`config.mk`:
```
export PLATFORM = sky130hd
export DESIGN_NAME = fft8_seq_ctrl
export DESIGN_NICKNAME = d
export VERILOG_FILES = /design/src/rtl/fft8_pkg.sv /design/src/rtl/fft8_addr_dly.sv /design/src/rtl/fft8_seq_ctrl.sv
export SDC_FILE = /design/constraint.sdc
export NUM_CORES = 1
export LEC_CHECK = 0
export BUFFER_PORTS_ARGS = -buffer_cell sky130_fd_sc_hd__buf_2
export CAP_MARGIN = 40
export CORE_ASPECT_RATIO = 0.6
export CORE_UTILIZATION = 54
export DETAILED_ROUTE_END_ITERATION = 10
export GPL_TIMING_DRIVEN = 0
export PLACE_DENSITY = 0.77
export RECOVER_POWER = 100
export SYNTH_ARGS = -nofsm -noshare
export SYNTH_HDL_FRONTEND = slang
export SYNTH_SLANG_ARGS = --single-unit
```
`constraint.sdc`:
```
create_clock -name clk -period 3.17 [get_ports clk]
set_input_delay 0.1585 -clock clk [delete_from_list [all_inputs] [get_ports clk]]
set_output_delay 0.1585 -clock clk [all_outputs]
set_load 0.05 [all_outputs]
```
`src/rtl/fft8_pkg.sv`:
```
// Shared types and address arithmetic for the 8-point radix-2 DIT FFT sequencer.
// Contents: transform size constants, FSM state enum, 3-bit address/twiddle
// types, 2-bit stage type, the write-back bundle and butterfly address helpers.
package fft8_pkg;

  localparam int unsigned N     = 8;
  localparam int unsigned LOG2N = 3;
  localparam int unsigned NBF   = 4;

  typedef enum logic [1:0] {IDLE, ISSUE, DRAIN, DONE} state_e;

  typedef logic [2:0] addr_t;
  typedef logic [2:0] tw_t;
  typedef logic [1:0] stage_t;
  typedef logic [1:0] bf_t;

  typedef struct packed {
    logic  v;
    addr_t a;
    addr_t b;
  } wb_t;

  function automatic addr_t bf_span(input stage_t s);
    return addr_t'(3'd1 << s);
  endfunction

  function automatic addr_t bf_pos(input stage_t s, input bf_t k);
    return {1'b0, k} & (bf_span(s) - 3'd1);
  endfunction

  // Butterfly k of stage s: group base plus position inside the group.
  function automatic addr_t bf_addr_a(input stage_t s, input bf_t k);
    return addr_t'((({1'b0, k} >> s) << (s + 2'd1)) + bf_pos(s, k));
  endfunction

  function automatic addr_t bf_addr_b(input stage_t s, input bf_t k);
    return bf_addr_a(s, k) + bf_span(s);
  endfunction

  function automatic tw_t bf_tw(input stage_t s, input bf_t k);
    return tw_t'(bf_pos(s, k) << (2'd2 - s));
  endfunction

endpackage

```
`src/rtl/fft8_addr_dly.sv`:
```
// D-deep delay line for the write-back bundle {valid, addr_a, addr_b}.
// Ports: clk, rst_n (async active-low clear), in_wb (read-side bundle),
// out_wb (bundle delayed by D cycles). D=0 is a combinational pass-through.
module fft8_addr_dly
  import fft8_pkg::*;
#(
  parameter int unsigned D = 3
) (
  input  logic clk,
  input  logic rst_n,
  input  wb_t  in_wb,
  output wb_t  out_wb
);

  generate
    if (D == 0) begin : g_pass
      logic unused_clk_rst;
      assign unused_clk_rst = clk ^ rst_n;
      assign out_wb         = in_wb;
    end else begin : g_sr
      wb_t sr_q [D];
      wb_t sr_d [D];

      always_comb begin
        sr_d[0] = in_wb;
        for (int unsigned i = 1; i < D; i++) sr_d[i] = sr_q[i-1];
      end

      always_ff @(posedge clk or negedge rst_n) begin
        if (!rst_n) begin
          for (int unsigned i = 0; i < D; i++) sr_q[i] <= '0;
        end else begin
          for (int unsigned i = 0; i < D; i++) sr_q[i] <= sr_d[i];
        end
      end

      assign out_wb = sr_q[D-1];
    end
  endgenerate

endmodule

```
`src/rtl/fft8_seq_ctrl.sv`:
```
// Sequencer for an in-place radix-2 DIT 8-point FFT (3 stages x 4 butterflies).
// Issues operand read addresses and twiddle index each ISSUE cycle, delays them
// by D = TW_LAT + BF_LAT to form write-back strobes, drains between stages so the
// next stage's first read follows the previous stage's last write by one cycle.
// Ports: clk, rst_n (async active-low), start, inv (only with FFT8_IFFT_EN:
// conjugate twiddles), busy, rd_en, rd_addr_a/b, tw_addr, wr_en, wr_addr_a/b,
// stage, done (one-cycle pulse).
// Optional macro: FFT8_IFFT_EN adds the inv port and conjugate twiddle mapping.
module fft8_seq_ctrl
  import fft8_pkg::*;
#(
  parameter int unsigned TW_LAT = 1,
  parameter int unsigned BF_LAT = 2
) (
  input  logic       clk,
  input  logic       rst_n,
  input  logic       start,
`ifdef FFT8_IFFT_EN
  input  logic       inv,
`endif
  output logic       busy,
  output logic       rd_en,
  output logic [2:0] rd_addr_a,
  output logic [2:0] rd_addr_b,
  output logic [2:0] tw_addr,
  output logic       wr_en,
  output logic [2:0] wr_addr_a,
  output logic [2:0] wr_addr_b,
  output logic [1:0] stage,
  output logic       done
);

  localparam int unsigned D          = TW_LAT + BF_LAT;
  localparam logic [3:0]  D_CNT      = 4'(D);
  localparam bf_t         LAST_BF    = bf_t'(NBF - 1);
  localparam stage_t      LAST_STAGE = stage_t'(LOG2N - 1);

  state_e     state_q, state_d;
  stage_t     stage_q, stage_d;
  bf_t        k_q, k_d;
  logic [3:0] cnt_q, cnt_d;
  logic       stage_end;
  wb_t        rd_bus, wr_bus;
  tw_t        tw_raw;
`ifdef FFT8_IFFT_EN
  logic       inv_q, inv_d;
`endif

  always_ff @(posedge clk or negedge rst_n) begin
    if (!rst_n) begin
      state_q <= IDLE;
      stage_q <= '0;
      k_q     <= '0;
      cnt_q   <= '0;
`ifdef FFT8_IFFT_EN
      inv_q   <= 1'b0;
`endif
    end else begin
      state_q <= state_d;
      stage_q <= stage_d;
      k_q     <= k_d;
      cnt_q   <= cnt_d;
`ifdef FFT8_IFFT_EN
      inv_q   <= inv_d;
`endif
    end
  end

  always_comb begin
    state_d   = state_q;
    stage_d   = stage_q;
    k_d       = k_q;
    cnt_d     = cnt_q;
    stage_end = 1'b0;
`ifdef FFT8_IFFT_EN
    inv_d     = inv_q;
`endif
    unique case (state_q)
      IDLE: begin
        if (start) begin
          state_d = ISSUE;
          stage_d = '0;
          k_d     = '0;
`ifdef FFT8_IFFT_EN
          inv_d   = inv;
`endif
        end
      end
      ISSUE: begin
        k_d = k_q + 2'd1;
        if (k_q == LAST_BF) begin
          // With no pipeline delay there is nothing to drain.
          if (D == 0) begin
            stage_end = 1'b1;
          end else begin
            state_d = DRAIN;
            cnt_d   = D_CNT;
          end
        end
      end
      DRAIN: begin
        cnt_d = cnt_q - 4'd1;
        if (cnt_q == 4'd1) stage_end = 1'b1;
      end
      DONE: begin
        state_d = IDLE;
        stage_d = '0;
      end
      default: state_d = IDLE;
    endcase
    if (stage_end) begin
      if (stage_q == LAST_STAGE) begin
        state_d = DONE;
      end else begin
        state_d = ISSUE;
        stage_d = stage_q + 2'd1;
        k_d     = '0;
      end
    end
  end

  always_comb begin
    rd_bus  = '0;
    tw_raw  = '0;
    tw_addr = '0;
    busy    = (state_q == ISSUE) || (state_q == DRAIN);
    done    = (state_q == DONE);
    stage   = stage_q;
    if (state_q == ISSUE) begin
      rd_bus.v = 1'b1;
      rd_bus.a = bf_addr_a(stage_q, k_q);
      rd_bus.b = bf_addr_b(stage_q, k_q);
      tw_raw   = bf_tw(stage_q, k_q);
      tw_addr  = tw_raw;
`ifdef FFT8_IFFT_EN
      // W8^-n is entry (8-n) mod 8 of the same table.
      if (inv_q) tw_addr = 3'd0 - tw_raw;
`endif
    end
  end

  assign rd_en     = rd_bus.v;
  assign rd_addr_a = rd_bus.a;
  assign rd_addr_b = rd_bus.b;

  fft8_addr_dly #(.D(D)) u_dly (
    .clk    (clk),
    .rst_n  (rst_n),
    .in_wb  (rd_bus),
    .out_wb (wr_bus)
  );

  assign wr_en     = wr_bus.v;
  assign wr_addr_a = wr_bus.a;
  assign wr_addr_b = wr_bus.b;

endmodule

```
==> key figures <==
Global routing
  – Remaining global-route overflow: 0
  – Vias in the first global route: 1,061
  – Pin count of the biggest net entering global routing: 32
  – Global-route usage over all layers: 0.247
  – Initial antenna violation count: 0
  – First-pass GRT wire length: 4.93 mm

Worst setup path
  – Crit path cell chain: buf_6 -> ha_4 -> xnor2_2 -> nand2_2 -> inv_2 -> fa_1 -> inv_2 -> fa_2 -> xnor2_2 -> xnor3_1 -> nor2b_2 -> buf_8
  – WP data required: 3010 ps
  – Crit end category: primary output
  – Critical path startpoint category: flop
  – Worst r2r path cells: 15
  – FF-to-FF Start: stage[0]$_DFF_PN0_
  – R2R Path End: u_dly.g_sr.sr_d[9]$_DFF_PN0_
  – CP Class: reg -> out
  – Arrival @ worst endpoint: 3030 ps
  – Slowest CP cell: fa_1
  – CP max FO: 3
  – Worst reg2reg setup slack: 150 ps
  – CP max stage delay: 560 ps

Clocking
  – H-tree Lvls: 2
  – CTS buffer count: 5
  – Root Buffer: clkbuf_8
  – CTS Buffer Depth: 2
  – Reg clk slew, reported paths: 70 ps
  – Clock sink count: 31
  – CTS tree: yes
  – Clk_lat worst skew: 280 ps

STA
  – Crit path time final: 3180 ps
  – RSZ-0062 raised after global routing: yes
  – Worst slew pin tran: 1620 ps
  – Max Slew Vio Count: 32
  – Relative slew slack: -0.0767
  – Final setup margin: -14.7 ps
  – Tcrit/Tclk final: 1.00
  – Setup TNS: -14.7 ps
  – Max frequency: 314 MHz
  – Clock skew: 9.11 ps
  – Hold Vio Cnt, Final: 0
  – Final setup viols: 1

Synthesis
  – Synth top area cells: dfrtp_1, ha_1, buf_4
  – Number of enable flip-flop cells after synthesis: 0
  – Mean Syn Cell Area: 11.9 µm²
  – Syn Nets: 139
  – Sequential area share after synthesis: 0.534
  – Yosys top cell area share: 0.534
  – Count leader, synth: dfrtp_1
  – Most used flip-flop cell after synthesis: dfrtp_1
  – Synthesized instance count: 122
  – Post-Syn Area: 1450 µm²
  – Synth cell count leaders: dfrtp_1, ha_1, inv_1
  – Async SR Flop Fraction: 1.00
  – Warning count from the yosys run: 0
  – Synth area leader: dfrtp_1
  – Yosys reg bits: 31
  – Post-synthesis cell type count: 32

Status
  – Failing checks: capacitance limit, slew limit, setup timing
  – Status: finished with violations

Cells and area
  – Layout cells sized above 1: 0.356
  – Number of antenna diodes: 0
  – Area Overhead vs Synth: 28.3%
  – Layout Nets: 179
  – Fin area: 1870 µm²

Drt
  – Post-Route WL: 3.22 mm
  – Pre-antenna DRT Iters: 4
  – Vias: 1,106
  – Vias per cell: 5.67
  – Routed len/inst: 16.5 µm
  – Post-route ant nets: 0
  – DRC Markers: 0
  – Drt initial violations: 99

Die
  – Die boundary width: 69.0 µm
  – Die Ht: 42.2 µm
  – Ports: 24
  – Full die area: 2910 µm²
  – Starting Density: 0.576
  – Core area: 2520 µm²
  – Row cnt: 14

Pwr
  – Peak VDD IR: 0.491 mV
  – Leakage: 0.922 nW
  – Pwr Total: 0.00176 W
  – PwrDens: 945 nW/µm²

Placed design
  – Number of I/O port buffers: 23
  – Gp weighted congestion: 0.794
  – Placed Area: 1610 µm²
  – Detailed placement HPWL: 1.79 mm

Worst hold path
  – Hold Path Class: in -> reg
  – Hold endpoint: stage[0]$_DFF_PN0_
  – Hold path startpoint: start
  – Hold path depth: 4

Flow run
  – Maxcap violations: 1
[layout by cell type, fill, tap and decap left out, types with 7 or more instances in the layout]
master | netlist | layout
buf_4 | 6 | 14
nand2_1 | 9 | 7
dfrtp_1 | 31 | 29
o21ai_0 | 7 | 7
buf_2 | 0 | 13
clkbuf_1 | 1 | 9
ha_1 | 12 | 9
clkbuf_8 | 0 | 7
inv_1 | 11 | 7
[report_power, final]
group / switching [W] / total [W] / internal [W]
combinational: 0.000569 / 0.000837 / 0.000268
clock: 0.000145 / 0.000342 / 0.000197
sequential: 0.0000651 / 0.000585 / 0.000520
[worst max-delay path: cells and delay by family, from the launching register on]
family	cells	cell delay, ps
buffers and inverters	4	390
and+or+nand+nor	2	290
xor gates and xnor gates	3	540
adders and majority gates	3	1110
DFF	1	420
[worst max path at each step]
stage                       startpoint            to  slack (ps)  cells after the start
finish              stage[0]$_DFF_PN0_  rd_addr_b[2]         -10                     12
global route        stage[0]$_DFF_PN0_  rd_addr_b[2]        -150                     12
CTS                 stage[0]$_DFF_PN0_  rd_addr_b[2]          -3                     12
detailed placement  stage[0]$_DFF_PN0_  rd_addr_b[2]        -150                     13
global placement    stage[0]$_DFF_PN0_  rd_addr_b[2]         -90                     13
floorplan           stage[0]$_DFF_PN0_  rd_addr_b[2]           6                     12
[sequential cells by signal, summed over array words and instances (netlist names)]
name             flops
u_dly.out_wb         7
cnt_q                4
u_dly.g_sr.sr_d     14
state_q              2
stage                2
k_q                  2
[per-stage QoR]
stage	worst slack [ps]	util	instances	hold slack [ps]
floorplan	5.85	-	122	-137
global placement	-94.9	0.639	177	223
detailed placement	-148	0.639	177	233
finish	-14.7	0.740	195	291
CTS	-3.21	0.735	196	235
global route	-145	0.740	195	321
[cells by family after synthesis]
family | count (synthesis) | share of synthesized area
AOI/OAI and AO/OA | 19 | 0.0852
xor gates and xnor gates | 5 | 0.0396
adders and majority gates | 14 | 0.131
buffers and inverters | 19 | 0.0697
DFF | 31 | 0.534
muxes | 2 | 0.0138
and+or+nand+nor | 32 | 0.127
[cell type report]
type,instances,area (µm²)
Buffer,7,52.6
Inverter,11,43.8
Timing Repair Buffer,34,206
Multi-Input combinational cell,72,641
Clock inverter,1,7.51
Fill cell,177,657
Tap cell,32,40.0
Clock buffer,7,96.3
Sequential cell,31,778
[layer usage]
metal	routed length, µm	GRT usage	vias up
li1	-	-	485
met1	1370	0.302	527
met2	1480	0.383	81
met3	280	0.0842	13
met4	97	0.131	0
met5	0	0	-
[what timing repair did]
item	CTS	global route
buffers inserted	11	0
pin swaps	6	3
gates cloned	0	0
endpoints found under the hold margin	31	0
endpoints found under the setup margin	2	3
gates resized for setup	15	8
hold buffers	1	0
Note: power is estimated with default switching activity, not from simulation.
